--- src/rtl/iterative_shift_unit_if.sv ---
`default_nettype none
// ---------------------------------------------------------------------------
// Module   : iterative_shift_unit_if
// Purpose  : Request/result handshake bundle for the iterative shifter.
// Revision : 1.0 - initial release
// ---------------------------------------------------------------------------
interface iterative_shift_unit_if #(
   parameter int WIDTH = 4,
   parameter int CNT_W = 3
);
   logic             in_valid;
   logic             in_ready;
   logic [WIDTH-1:0] in_data;
   logic [2:0]       in_mode;
   logic [CNT_W-1:0] in_count;
   logic             out_valid;
   logic             out_ready;
   logic [WIDTH-1:0] out_data;
   logic             busy;

   modport master (
      output in_valid, in_data, in_mode, in_count, out_ready,
      input  in_ready, out_valid, out_data, busy
   );

   modport slave (
      input  in_valid, in_data, in_mode, in_count, out_ready,
      output in_ready, out_valid, out_data, busy
   );
endinterface
`default_nettype wire

--- src/rtl/iterative_shift_unit.sv ---
`default_nettype none
// ---------------------------------------------------------------------------
// Module   : iterative_shift_unit
// Purpose  : Applies one single-bit shift/rotate step per clock for a
//            latched count, then holds the result under valid/ready.
// Revision : 1.0 - initial release
// ---------------------------------------------------------------------------
module iterative_shift_unit #(
   parameter int WIDTH = 4,
   parameter int CNT_W = 3
) (
   input  wire logic              clk,
   input  wire logic              rst,
   iterative_shift_unit_if.slave  s
);

   localparam logic [2:0]       c_PASS  = 3'b000;
   localparam logic [2:0]       c_SHL0  = 3'b001;
   localparam logic [2:0]       c_SHR0  = 3'b010;
   localparam logic [2:0]       c_SAR   = 3'b011;
   localparam logic [2:0]       c_ROL   = 3'b100;
   localparam logic [2:0]       c_ROR   = 3'b101;
   localparam logic [2:0]       c_SHL1  = 3'b110;
   localparam logic [2:0]       c_SHR1  = 3'b111;
   localparam logic [CNT_W-1:0] c_ONE   = CNT_W'(1);

   typedef enum logic [1:0] {
      IDLE  = 2'd0,
      SHIFT = 2'd1,
      DONE  = 2'd2
   } state_t;

   state_t           r_state;
   logic [WIDTH-1:0] r_data;
   logic [2:0]       r_mode;
   logic [CNT_W-1:0] r_cnt;
   logic             r_in_ready;
   logic             r_out_valid;
   logic             r_busy;
   logic [WIDTH-1:0] w_step;

   function automatic logic [WIDTH-1:0] f_step(input logic [WIDTH-1:0] v,
                                               input logic [2:0]       m);
      logic [WIDTH-1:0] res;
      res = v;
      case (m)
         c_PASS: res = v;
         c_SHL0: res = {v[WIDTH-2:0], 1'b0};
         c_SHR0: res = {1'b0, v[WIDTH-1:1]};
         c_SAR:  res = {v[WIDTH-1], v[WIDTH-1:1]};
         c_ROL:  res = {v[WIDTH-2:0], v[WIDTH-1]};
         c_ROR:  res = {v[0], v[WIDTH-1:1]};
         c_SHL1: res = {v[WIDTH-2:0], 1'b1};
         c_SHR1: res = {1'b1, v[WIDTH-1:1]};
         default: res = v;
      endcase
      return res;
   endfunction

   assign w_step = f_step(r_data, r_mode);

   // Outputs come straight from registers; the result register is out_data.
   assign s.in_ready  = r_in_ready;
   assign s.out_valid = r_out_valid;
   assign s.out_data  = r_data;
   assign s.busy      = r_busy;

   always_ff @(posedge clk) begin
      if (rst) begin
         r_state     <= IDLE;
         r_data      <= '0;
         r_mode      <= c_PASS;
         r_cnt       <= '0;
         r_in_ready  <= 1'b1;
         r_out_valid <= 1'b0;
         r_busy      <= 1'b0;
      end else begin
         case (r_state)
            IDLE: begin
               if (s.in_valid) begin
                  r_data     <= s.in_data;
                  r_mode     <= s.in_mode;
                  r_cnt      <= s.in_count;
                  r_in_ready <= 1'b0;
                  r_busy     <= 1'b1;
                  if (s.in_count == '0) begin
                     r_state     <= DONE;
                     r_out_valid <= 1'b1;
                  end else begin
                     r_state <= SHIFT;
                  end
               end
            end
            SHIFT: begin
               // Counts >= WIDTH are stepped literally, no short-cut.
               r_data <= w_step;
               r_cnt  <= r_cnt - c_ONE;
               if (r_cnt == c_ONE) begin
                  r_state     <= DONE;
                  r_out_valid <= 1'b1;
               end
            end
            DONE: begin
               if (s.out_ready) begin
                  r_state     <= IDLE;
                  r_out_valid <= 1'b0;
                  r_busy      <= 1'b0;
                  r_in_ready  <= 1'b1;
               end
            end
            default: begin
               r_state     <= IDLE;
               r_out_valid <= 1'b0;
               r_busy      <= 1'b0;
               r_in_ready  <= 1'b1;
            end
         endcase
      end
   end

endmodule
`default_nettype wire

--- src/flat_wrapper.sv ---
// flat-port wrapper written by rule: the top's interface ports become plain ports
module iterative_shift_unit_flat 
#(
   parameter int WIDTH = 4,
   parameter int CNT_W = 3
)
  (clk, rst, s_in_valid, s_in_data, s_in_mode, s_in_count, s_out_ready, s_in_ready, s_out_valid, s_out_data, s_busy);
  iterative_shift_unit_if #(.WIDTH(WIDTH), .CNT_W(CNT_W)) s_i ();
  input  wire logic clk;
  input  wire logic rst;
  input wire logic [$bits(s_i.in_valid)-1:0] s_in_valid;
  input wire logic [$bits(s_i.in_data)-1:0] s_in_data;
  input wire logic [$bits(s_i.in_mode)-1:0] s_in_mode;
  input wire logic [$bits(s_i.in_count)-1:0] s_in_count;
  input wire logic [$bits(s_i.out_ready)-1:0] s_out_ready;
  output wire logic [$bits(s_i.in_ready)-1:0] s_in_ready;
  output wire logic [$bits(s_i.out_valid)-1:0] s_out_valid;
  output wire logic [$bits(s_i.out_data)-1:0] s_out_data;
  output wire logic [$bits(s_i.busy)-1:0] s_busy;
  assign s_i.in_valid = s_in_valid;
  assign s_i.in_data = s_in_data;
  assign s_i.in_mode = s_in_mode;
  assign s_i.in_count = s_in_count;
  assign s_i.out_ready = s_out_ready;
  assign s_in_ready = s_i.in_ready;
  assign s_out_valid = s_i.out_valid;
  assign s_out_data = s_i.out_data;
  assign s_busy = s_i.busy;
  iterative_shift_unit #(.WIDTH(WIDTH), .CNT_W(CNT_W)) u_core (.clk(clk), .rst(rst), .s(s_i));
endmodule
--- config.mk ---
export PLATFORM = sky130hd
export DESIGN_NAME = iterative_shift_unit_flat
export DESIGN_NICKNAME = d
export VERILOG_FILES = /design/src/rtl/iterative_shift_unit_if.sv /design/src/rtl/iterative_shift_unit.sv /design/src/flat_wrapper.sv
export SDC_FILE = /design/constraint.sdc
export NUM_CORES = 1
export LEC_CHECK = 0
export CORE_UTILIZATION = 35
export DETAILED_ROUTE_END_ITERATION = 7
export GPL_TIMING_DRIVEN = 0
export PLACE_DENSITY = 0.66
export SLEW_MARGIN = 40
export SYNTH_ARGS = -nofsm -noshare
export SYNTH_HDL_FRONTEND = slang
export SYNTH_SLANG_ARGS = --single-unit
--- constraint.sdc ---
create_clock -name clk -period 3.4 [get_ports clk]
set_input_delay 0.68 -clock clk [delete_from_list [all_inputs] [get_ports clk]]
set_output_delay 0.68 -clock clk [all_outputs]
set_load 0.005 [all_outputs]
======== Word level (Yosys, flattened, before mapping) ========
Cells that the tools add are included.
Widths: inputs -> output; s select.
word-level totals
  register bits ........................... 15
  input bits .............................. 14
  output and inout port bits .............. 7
cells by class
  bitwise gates (word level) .............. 1
  mux-type cells .......................... 20
  reduce and logical (&&, ||, !) cells .... 11
  eq/ne operators ......................... 16
  add/sub/neg operators ................... 1
operator list
  cell                 number
  $pmux 4 s7           1
  $eq 3x3->1 const B   4
  $pmux 1 s3           3
  $reduce_and 3->1     3
  $mux 2               4
  $ne 2x2->1 const B   4
  $pmux 4 s2           1
  $reduce_and 4->1     2
  $mux 1               7
  $eq 3x1->1 const B   2
  $eq 3x2->1 const B   2
  $logic_not 3->1      2
  $pmux 2 s3           1
  $pmux 3 s2           1
  $mux 4               1
  $ne 2x1->1 const B   2
  $reduce_and 2->1     2
  $mux 3               1
  $sub 3x1->3 const B  1
  $eq 2x1->1 const B   1
  $eq 2x2->1 const B   1
  $logic_not 2->1      1
  $reduce_bool 2->1    1
  $not 1->1            1

======== Logic depth before layout (Yosys ltp) ========
Gate-level depths: netlist of run 1.
  word-level depth ........................ 4
  gate-level depth with buffers ........... 5
  depth with buffers taken out ............ 5

======== Worst setup path after synthesis of run 1 ========
OpenSTA, ideal clock, no wires.
  kind .................................... input port to flip-flop
  start ................................... in s_in_valid
  end ..................................... reg u_core.r_in_ready (netlist: u_core.s.in_ready)
  cell stages on the path ................. 4
  path slack .............................. 1.874 ns
  arrival ................................. 1.403 ns
  buffers on the path ..................... 1
  cell sequence ........................... nor3b_1 > buf_2 > a21oi_1 > or2_2
between the ends
  word-level cells in the longest chain between the ends .. 2
RTL lines
  item                               line                         RTL
  start: declaration                 flat_wrapper.sv:11           input wire logic [$bits(s_i.in_valid)-1:0] s_in_valid;
  $ne 2x2->1 (no source line)        --
  $reduce_and 3->1 (no source line)  --
  end signal: assignment             iterative_shift_unit.sv:74   r_in_ready <= 1'b1;
  end signal: assignment             iterative_shift_unit.sv:84   r_in_ready <= 1'b0;
  end signal: assignment             iterative_shift_unit.sv:108  r_in_ready <= 1'b1;
  end: declaration                   iterative_shift_unit.sv:37   logic r_in_ready;
No other way between the ends.
A chain may end at the register's enable or synchronous reset.

======== Worst setup path in the final report of run 1 ========
  start ................................... reg u_core.r_data[0] (netlist: u_core.s.out_data[0])
  end ..................................... out s_out_data[0]
RTL lines
  item                      line                        RTL
  start: declaration        iterative_shift_unit.sv:34  logic [WIDTH-1:0] r_data;
  start signal: assignment  iterative_shift_unit.sv:81  r_data <= s.in_data;
  start signal: assignment  iterative_shift_unit.sv:96  r_data <= w_step;
  end: declaration          flat_wrapper.sv:18          output wire logic [$bits(s_i.out_data)-1:0] s_out_data;
No word-level cell between the ends.

==> results of run 1 <==
[registers in the layout (all words and copies together), names as in the netlist]
| register | flops |
|---|---|
| u_core.r_state | 2 |
| u_core.r_cnt | 3 |
| u_core.s.out_valid | 1 |
| u_core.r_mode | 3 |
| u_core.s.in_ready | 1 |
| u_core.s.out_data | 4 |
| u_core.s.busy | 1 |
[synth_stat cells (all sizes together) (3+ instances only)]
library cell,n
nor2,18
a211oi,4
mux2i,5
nor2b,3
buf,5
nor3,5
dfxtp,15
a21oi,9
inv,6
nand2,6
[metrics by stage]
stage	instance area (µm²)	power, mW	instances
6_report	1090	0.498	153
5_1_grt	1090	0.528	153
4_1_cts	1090	0.502	153
3_5_place_dp	1060	0.392	149
3_3_place_gp	1060	0.388	149
2_1_floorplan	826	0.328	101
[routing by layer]
layer | track usage [%] | routed length [µm] | up-vias
li1 | - | - | 408
met1 | 19.9 | 926 | 340
met2 | 23.3 | 862 | 19
met3 | 3.64 | 62 | 5
met4 | 9.72 | 40 | 0
met5 | 0 | 0 | -
[how the worst max path moves through the flow]
stage                                       from                        endpoint  slack [ps]
2_1_floorplan                         s_in_valid  u_core.s.in_ready$_SDFFE_PP1P_        1870
4_1_cts        u_core.s.out_data[3]$_SDFFE_PP0P_                   s_out_data[3]        1480
3_3_place_gp                          s_in_valid  u_core.s.in_ready$_SDFFE_PP1P_        1220
5_1_grt        u_core.s.out_data[0]$_SDFFE_PP0P_                   s_out_data[0]        1450
6_report       u_core.s.out_data[0]$_SDFFE_PP0P_                   s_out_data[0]        1480
3_5_place_dp                          s_in_valid  u_core.s.in_ready$_SDFFE_PP1P_        1240
[cells by family (layout without fill, tap and decap cells)]
logic type	Yosys count	count (layout)
AOI/OAI and AO/OA	27	27
DFF	15	15
muxes	5	5
buffers and inverters	12	36
and+or+nand+nor	39	39
adders and majority gates	2	2
xor gates and xnor gates	1	1
[area by class of cell]
| cell class | count | share of cell area (%) |
|---|---|---|
| Buffer | 6 | 3.10 |
| Clock buffer | 3 | 2.07 |
| Clock inverter | 1 | 0.460 |
| Inverter | 6 | 2.07 |
| Multi-Input combinational cell | 74 | 43.1 |
| Sequential cell | 15 | 27.6 |
| Tap cell | 28 | 3.22 |
| Timing Repair Buffer | 20 | 18.4 |
[power groups by stage]
stage	Sequential, mW	Clock (mW)	Combinational, mW
after floorplan	0.221	0	0.106
after detailed placement	0.225	0	0.167
after global placement	0.224	0	0.165
final	0.221	0.109	0.167
after global routing	0.224	0.120	0.185
after CTS	0.221	0.113	0.168
==> flow_summary.toml, run 1 <==
[route]
num_vias = 772
drtPass1Iterations = 4
ant_nets = 0
via_per_inst = 5.05
drc = 0
avgRoutedWirePerCell_um = 12.4
wirelength_mm = 1.89
drt_iter0_drc = 16

[setup_path]
crit_path_start_kind = "register"
path_max_fanout = 4
required_ps = 2720
r2r.worst_path.cells = 4
cp-end-kind = "output pin"
cp_num_buf_inv = 1
cp.depth = 1
path_class = "reg2out"
cp_data_arrival_time_ps = 1240
crit_family = "buffers and inverters"
cp_slowest_cell = "clkdlybuf4s50_1"
worstPathCellList = "clkdlybuf4s50_1"
max_stage_delay_ps = 530
timing.rr.end = "u_core.s.out_data[1]$_SDFFE_PP0P_"
r2r_start = "u_core.r_mode[2]$_SDFFE_PP0P_"
reg2reg_slack_ps = 2050

[cells_and_area]
antennaDiodeCount = 0
final_layout_size_suffix_gt1_share_pct = 9.60
nNetsFinal = 142
multi_input_area_um2 = 469
ff_latch_area_um2 = 300
fillCellCount = 223
final_common_cell = "clkdlybuf4s50_1"
fin_util_pct = 49.2
synthToLayoutAreaGrowth_pct = 31.8
most-common-layout-cells = "clkdlybuf4s50_1 (20), nor2_1 (18), dfxtp_1 (15), a21oi_1 (8)"

[sta]
hold_viol = 0
fin_skew_ps = 12.1
setup-tns-final_ps = 0
setup_viol = 0
hold_ws_ps = 498
slew_violations = 0
fin_ws_ps = 1480
post-route-period-util_pct = 56.4
worst_pin_slew_ps = 496
fmax_mhz = 521
period_minus_slack_ps = 1920
slew_headroom_pct = 66.9
rsz0062_at_grt = "false"

[synthesis]
syn_inst = 101
synth_top_family_by_area = "compound AO/OA/AOI/OAI gates"
yosysTopAreaCell = "dfxtp_1"
synth_xor_area_share_pct = 1.06
yosysUniqueCellTypes = 33
synthAdderAreaFrac_pct = 3.03
ys.flop_type = "dfxtp_1"
synth_edf_count = 0
synth_compound_area_share_pct = 23.3
synth_seq_area_share_pct = 36.4
yosys.area_share.simple_pct = 21.8
yosysWarnings = 0
avgSynthCellArea_um2 = 8.18
synthesis.area_um2 = 826
synthTopCellsByArea = "dfxtp_1 (36%), nor2_1 (8.2%), a21oi_1 (4.8%)"
synthMuxAreaShare_pct = 7.58
synth.top_cell.area_share_pct = 36.4
async_flop_share_pct = 0
ys_seq_elements = 15
syn_nets = 117

[clock_tree]
ctsHoldBuffers = 0
clkLatencyLatePin_ps = 300
postCtsSetupBuffers = 0
cts-root-buf = "clkbuf_4"
clk_pin_slew_worst_paths_ps = 110
cts_made_buffers = 3
clockBufferDepth = 2
clkSinkCount = 15
cts-htree-levels = 1
cts_tree = "yes"
ctsResizeCount = 0

[power]
p_switching_uw = 165
power.share.switching_pct = 33.2
power.density_mw_per_mm2 = 458
power_frac_clock_pct = 22.0
power_frac_comb_pct = 33.6
p_int_uw = 333
vdd_drop_max_uv = 258
leakage_nw = 0.423
seqPwrFrac_pct = 44.4

[hold_path]
hp-start = "u_core.s.out_data[2]$_SDFFE_PP0P_"
hold_path.class = "reg2reg"
hold_path_end = "u_core.s.out_data[2]$_SDFFE_PP0P_"
hold_depth = 2

[placement]
dp_hpwl_mm = 1.35
place_ws_ps = 1240
io_buffers = 20
gp_congestion = 0.778

[floorplanning]
io_pins = 21
core_mm2 = 0.00221
num_rows = 17
initial_core_util_pct = 37.3
die_y_um = 50.6
dieArea_mm2 = 0.00256
die_w_um = 50.6

[grt]
grt_usage_pct = 15.6
grt_overflow_total = 0
grt_pass1_vias = 658
grt_max_degree = 11
antenna_found_initial = 0
grt_pass1_wl_mm = 2.90

[job]
maxCapViolCount = 0

[status]
status = "finished, final reports clean"
Note: power is estimated with default switching activity, not from simulation.
==> run 2, diff against run 1 <==
--- a/config.mk
+++ b/config.mk
@@ -8,7 +8,7 @@
 export CORE_UTILIZATION = 35
 export DETAILED_ROUTE_END_ITERATION = 7
 export GPL_TIMING_DRIVEN = 0
-export PLACE_DENSITY = 0.66
+export PLACE_DENSITY = 0.69
 export SLEW_MARGIN = 40
 export SYNTH_ARGS = -nofsm -noshare
 export SYNTH_HDL_FRONTEND = slang
==> constraint.sdc (replaced) <==
create_clock -name clk -period 1.6 [get_ports clk]
set_input_delay 0.32 -clock clk [delete_from_list [all_inputs] [get_ports clk]]
set_output_delay 0.32 -clock clk [all_outputs]
set_load 0.005 [all_outputs]
==> flow_summary.toml, run 2 (synthesis results as in run 1) <==
[placement]
place_area_mm2 = 0.00106
dp_hpwl_mm = 1.35
gp_congestion = 0.796
io_buffers = 20

[setup_path]
worstPathCellList = "clkdlybuf4s50_1"
cp-end-kind = "output pin"
cp_num_buf_inv = 1
path_max_fanout = 4
crit_path_start_kind = "register"
path_class = "reg2out"
r2r_start = "u_core.r_state[0]$_SDFFE_PP0P_"
r2r.worst_path.cells = 4
cp_data_arrival_time_ps = 1230
cp_slowest_cell = "clkdlybuf4s50_1"
reg2reg_slack_ps = 230
timing.rr.end = "u_core.s.out_data[0]$_SDFFE_PP0P_"
max_stage_delay_ps = 540
required_ps = 1280
crit_family = "buffers and inverters"

[sta]
post-route-period-util_pct = 96.9
setup_viol = 0
period_minus_slack_ps = 1550
slew_violations = 0
fmax_mhz = 645
setup-tns-final_ps = 0
slew_headroom_pct = 68.4
worst_pin_slew_ps = 474
rsz0062_at_grt = "false"
hold_viol = 0
fin_skew_ps = 1.04

[power]
vdd_drop_max_uv = 551
leakage_nw = 0.424
power.density_mw_per_mm2 = 954

[clock_tree]
clkLatencyLatePin_ps = 280
clkSinkCount = 15
ctsHoldBuffers = 0
cts-htree-levels = 1
cts-root-buf = "clkbuf_4"
clk_pin_slew_worst_paths_ps = 90
cts_tree = "yes"
cts_made_buffers = 3
clockBufferDepth = 2

[grt]
grt_pass1_wl_mm = 3.15
grt_pass1_vias = 738
grt_usage_pct = 16.2
grt_max_degree = 11
grt_overflow_total = 0
antenna_found_initial = 0

[route]
drc = 0
num_vias = 765
avgRoutedWirePerCell_um = 12.1
wirelength_mm = 1.85
ant_nets = 0
drt_iter0_drc = 4
via_per_inst = 5.00
drtPass1Iterations = 4

[cells_and_area]
fillCellCount = 240
most-common-layout-cells = "clkdlybuf4s50_1 (20), nor2_1 (18), dfxtp_1 (15), a21oi_1 (8)"
antennaDiodeCount = 0
fin_util_pct = 49.8
nNetsFinal = 142
largest_reg_flops = 4
synthToLayoutAreaGrowth_pct = 33.3
final_cell_area_mm2 = 0.00110
final_common_cell = "clkdlybuf4s50_1"
final_layout_size_suffix_gt1_share_pct = 10.4
multi_input_area_um2 = 480
ff_latch_area_um2 = 300

[hold_path]
hold_path.class = "reg2reg"
hp-start = "u_core.s.out_data[2]$_SDFFE_PP0P_"
hold_depth = 2
hold_path_end = "u_core.s.out_data[2]$_SDFFE_PP0P_"

[floorplanning]
initial_core_util_pct = 37.3
dieArea_mm2 = 0.00256
core_mm2 = 0.00221
io_pins = 21
num_rows = 17
die_y_um = 50.6
die_w_um = 50.6

[job]
maxCapViolCount = 0

[status]
status = "finished, final reports clean"
## run 2: what timing repair did
item                       CTS  global route
buffers inserted             0             0
gates resized for setup      0             3
setup endpoints to repair    0             6
## run 2: per-stage QoR
step           cells  setup WS (ps)  power (mW)  hold WS (ps)
2_1_floorplan    101            399       0.696           399
3_3_place_gp     149           -240       0.824           473
3_5_place_dp     149           -267       0.833           482
4_1_cts          153           18.3        1.05           496
5_1_grt          153           7.86        1.12           538
6_report         153           50.1        1.05           498
## run 2: layer usage
| metal | vias up | share of wire [%] | track usage, % | wire length, µm |
|---|---|---|---|---|
| li1 | 401 | - | - | - |
| met1 | 350 | 50 | 20.5 | 930 |
| met2 | 14 | 47 | 28.4 | 864 |
| met3 | 0 | 3.0 | 2.12 | 55 |
| met4 | 0 | 0 | 4.17 | 0 |
| met5 | - | 0 | 0 | 0 |
## run 2: worst max path at each step
stage | end | start | depth (start not counted) | slack [ps]
after floorplan | u_core.s.out_data[1]$_SDFFE_PP0P_ | u_core.r_mode[2]$_SDFFE_PP0P_ | 4 | 400
after global placement | u_core.s.in_ready$_SDFFE_PP1P_ | s_in_valid | 5 | -240
after detailed placement | u_core.s.in_ready$_SDFFE_PP1P_ | s_in_valid | 5 | -270
after CTS | u_core.s.in_ready$_SDFFE_PP1P_ | s_in_valid | 5 | 20
after global routing | s_out_data[0] | u_core.s.out_data[0]$_SDFFE_PP0P_ | 1 | 8
final | s_out_data[0] | u_core.s.out_data[0]$_SDFFE_PP0P_ | 1 | 50
## run 2: final cells by class
cell class | instances | area share, %
Multi-Input combinational cell | 74 | 43.6
Sequential cell | 15 | 27.3
Timing Repair Buffer | 20 | 18.2
Buffer | 6 | 3.30
Tap cell | 28 | 3.18
Inverter | 6 | 2.05
Clock buffer | 4 | 2.39
## run 2: power breakdown
group / total (mW) / switching (mW) / leakage (nW) / internal (mW)
combinational: 0.364 / 0.169 / 0.285 / 0.195
sequential: 0.471 / 0.0473 / 0.124 / 0.424
clock: 0.215 / 0.119 / 0.0150 / 0.0966
total: 1.05 / 0.336 / 0.424 / 0.715
==> run 3, diff against run 2 <==
--- a/config.mk
+++ b/config.mk
@@ -5,10 +5,11 @@
 export SDC_FILE = /design/constraint.sdc
 export NUM_CORES = 1
 export LEC_CHECK = 0
-export CORE_UTILIZATION = 35
+export ABC_AREA = 1
+export CORE_UTILIZATION = 42
 export DETAILED_ROUTE_END_ITERATION = 7
 export GPL_TIMING_DRIVEN = 0
-export PLACE_DENSITY = 0.69
+export PLACE_DENSITY = 0.79
 export SLEW_MARGIN = 40
 export SYNTH_ARGS = -nofsm -noshare
 export SYNTH_HDL_FRONTEND = slang
==> flow_summary.toml, run 3 <==
[floorplanning]
die_y_um = 46.5
initial_core_util_pct = 46.2
num_rows = 15
die_w_um = 46.5
core_mm2 = 0.00180
dieArea_mm2 = 0.00217
io_pins = 21

[hold_path]
hp-start = "u_core.s.out_valid$_SDFFE_PP0P_"
hold_path.class = "reg2reg"

[synthesis]
synth_top_family_by_area = "simple AND/OR/NAND/NOR gates"
syn_nets = 146
yosys.area_share.simple_pct = 30.2
synthTopCellsByArea = "dfxtp_1 (36%), nand2_1 (15%), inv_1 (9.0%)"
ys_seq_elements = 15
syn_inst = 130
yosysMostFrequentCell = "nand2_1"
synth_edf_count = 0
synthesis.area_um2 = 833
avgSynthCellArea_um2 = 6.41
synth.top_cell.area_share_pct = 36.0
async_flop_share_pct = 0
synth_seq_area_share_pct = 36.0
yosysUniqueCellTypes = 19
synth_compound_area_share_pct = 18.9
ys.flop_type = "dfxtp_1"
synthAdderAreaFrac_pct = 3.00
synthMuxAreaShare_pct = 0
synth_xor_area_share_pct = 0
yosysWarnings = 0
yosysTopAreaCell = "dfxtp_1"
synthTopCellsByCount = "nand2_1 (33), inv_1 (20), nor2_1 (16)"

[route]
wirelength_mm = 1.81
avgRoutedWirePerCell_um = 10.1
via_per_inst = 4.80
drc = 0
drt_iter0_drc = 21
drtPass1Iterations = 4
num_vias = 860
ant_nets = 0

[sta]
post-route-period-util_pct = 95.6
hold_viol = 0
fmax_mhz = 654
setup-tns-final_ps = 0
fin_skew_ps = 4.94
worst_pin_slew_ps = 263
rsz0062_at_grt = "false"
hold_ws_ps = 468
period_minus_slack_ps = 1530
slew_violations = 0
setup_viol = 0
slew_headroom_pct = 82.4

[clock_tree]
clockBufferDepth = 2
ctsResizeCount = 0
cts-root-buf = "clkbuf_4"
postCtsSetupBuffers = 0
cts-htree-levels = 1
clkSinkCount = 15
cts_tree = "yes"
ctsHoldBuffers = 0
clkLatencyLatePin_ps = 290
clk_pin_slew_worst_paths_ps = 90
cts_made_buffers = 3

[power]
vdd_drop_max_uv = 631
power.density_mw_per_mm2 = 1120
leakage_nw = 0.524

[placement]
gp_congestion = 0.848
io_buffers = 20
dp_hpwl_mm = 1.41

[setup_path]
reg2reg_slack_ps = 340
r2r_start = "u_core.r_state[1]$_SDFFE_PP0P_"
timing.rr.end = "u_core.s.out_data[2]$_SDFFE_PP0P_"
path_max_fanout = 4
required_ps = 1280
crit_path_start_kind = "register"
cp_data_arrival_time_ps = 1210
critPathCapture = "s_out_data[1]"
cp-startpoint = "u_core.s.out_data[1]$_SDFFE_PP0P_"
path_class = "reg2out"
worstPathCellList = "clkdlybuf4s50_1"
crit_family = "buffers and inverters"
max_stage_delay_ps = 520
cp_num_buf_inv = 1
cp.depth = 1
cp-end-kind = "output pin"
cp_slowest_cell = "clkdlybuf4s50_1"
r2r.worst_path.cells = 7

[grt]
grt_util_met2_pct = 31.9
met1_usage_pct = 24.8
antenna_found_initial = 0
top_usage_layer = "met2"
gr-usage-met3_pct = 4.71
grt_pass1_wl_mm = 3.01
grt_pass1_vias = 739
grt_overflow_total = 0
grt_max_degree = 11
grt_usage_pct = 20.3

[cells_and_area]
nNetsFinal = 171
final_common_cell = "nand2_1"
most-common-layout-cells = "nand2_1 (33), inv_1 (20), clkdlybuf4s50_1 (20), nor2_1 (16), dfxtp_1 (15)"
synthToLayoutAreaGrowth_pct = 30.9
antennaDiodeCount = 0
final_layout_size_suffix_gt1_share_pct = 7.79
largest_reg_flops = 4

[job]
maxCapViolCount = 0

[status]
status = "finished, final reports clean"
run 3: changes by cell type after synthesis, sizes merged, moves of 3 or more:
cell / change
a211oi: -4
a21oi: +5
buf: -3
inv: +16
mux2i: -5
nand2: +28
nand3: +6
nor2b: -3
nor3: -5
o21ai: +13
run 3: cell type report:
| class | count | area, µm² |
|---|---|---|
| timing repair buffer | 20 | 200 |
| inverter | 22 | 82.6 |
| tap | 25 | 31.3 |
| fill | 194 | 711 |
| sequential | 15 | 300 |
| buffer | 2 | 16.3 |
| multi-input combinational | 91 | 434 |
| clock buffer | 4 | 26.3 |
run 3: worst register-to-register path: stages (launching register included):
cell and delay, ps:
dfxtp_1 360, nor2_1 240, nand2_2 160, inv_2 140, a21oi_4 60, nand2_1 60, nand2_1 40, a21oi_1 120
run 3: where the power goes:
part           total (mW)  leakage [nW]  internal (mW)  switching, mW
logic               0.493         0.384          0.222          0.271
clock network       0.223        0.0150         0.0970          0.126
registers           0.506         0.124          0.449         0.0570
total                1.22         0.524          0.768          0.454
run 3: kinds of logic after synthesis:
logic type | Yosys count
AO/OA/AOI/OAI | 29
adder cells (fa/ha/maj) | 2
buffers and inverters | 24
flip-flops | 15
AND/OR/NAND/NOR | 60
run 3: worst min path at each step:
stage                                            endpoint  slack (ps)  cells after the start
after global placement    u_core.s.out_valid$_SDFFE_PP0P_         460                      2
after detailed placement  u_core.s.out_valid$_SDFFE_PP0P_         460                      2
after CTS                 u_core.s.out_valid$_SDFFE_PP0P_         470                      2
after global routing      u_core.s.out_valid$_SDFFE_PP0P_         500                      2
after floorplan                u_core.s.busy$_SDFFE_PP0P_         390                      1
final                     u_core.s.out_valid$_SDFFE_PP0P_         470                      2
run 3: per-stage QoR:
| step | setup slack [ps] | util, % | power, mW | instance area [µm²] | instances |
|---|---|---|---|---|---|
| global placement | 88.9 | 59.1 | 0.991 | 1060 | 175 |
| detailed placement | 71.8 | 59.1 | 1.01 | 1060 | 175 |
| floorplan | 561 | - | 0.827 | 833 | 130 |
| CTS | 73.3 | 60.6 | 1.23 | 1090 | 179 |
| finish | 70.8 | 60.6 | 1.22 | 1090 | 179 |
| global route | 24.8 | 60.6 | 1.34 | 1090 | 179 |
run 3: metal layers:
metal	share of wire, %	vias up
li1	-	459
met1	46	373
met2	47	21
met3	3.9	7
met4	3.2	0
met5	0	-
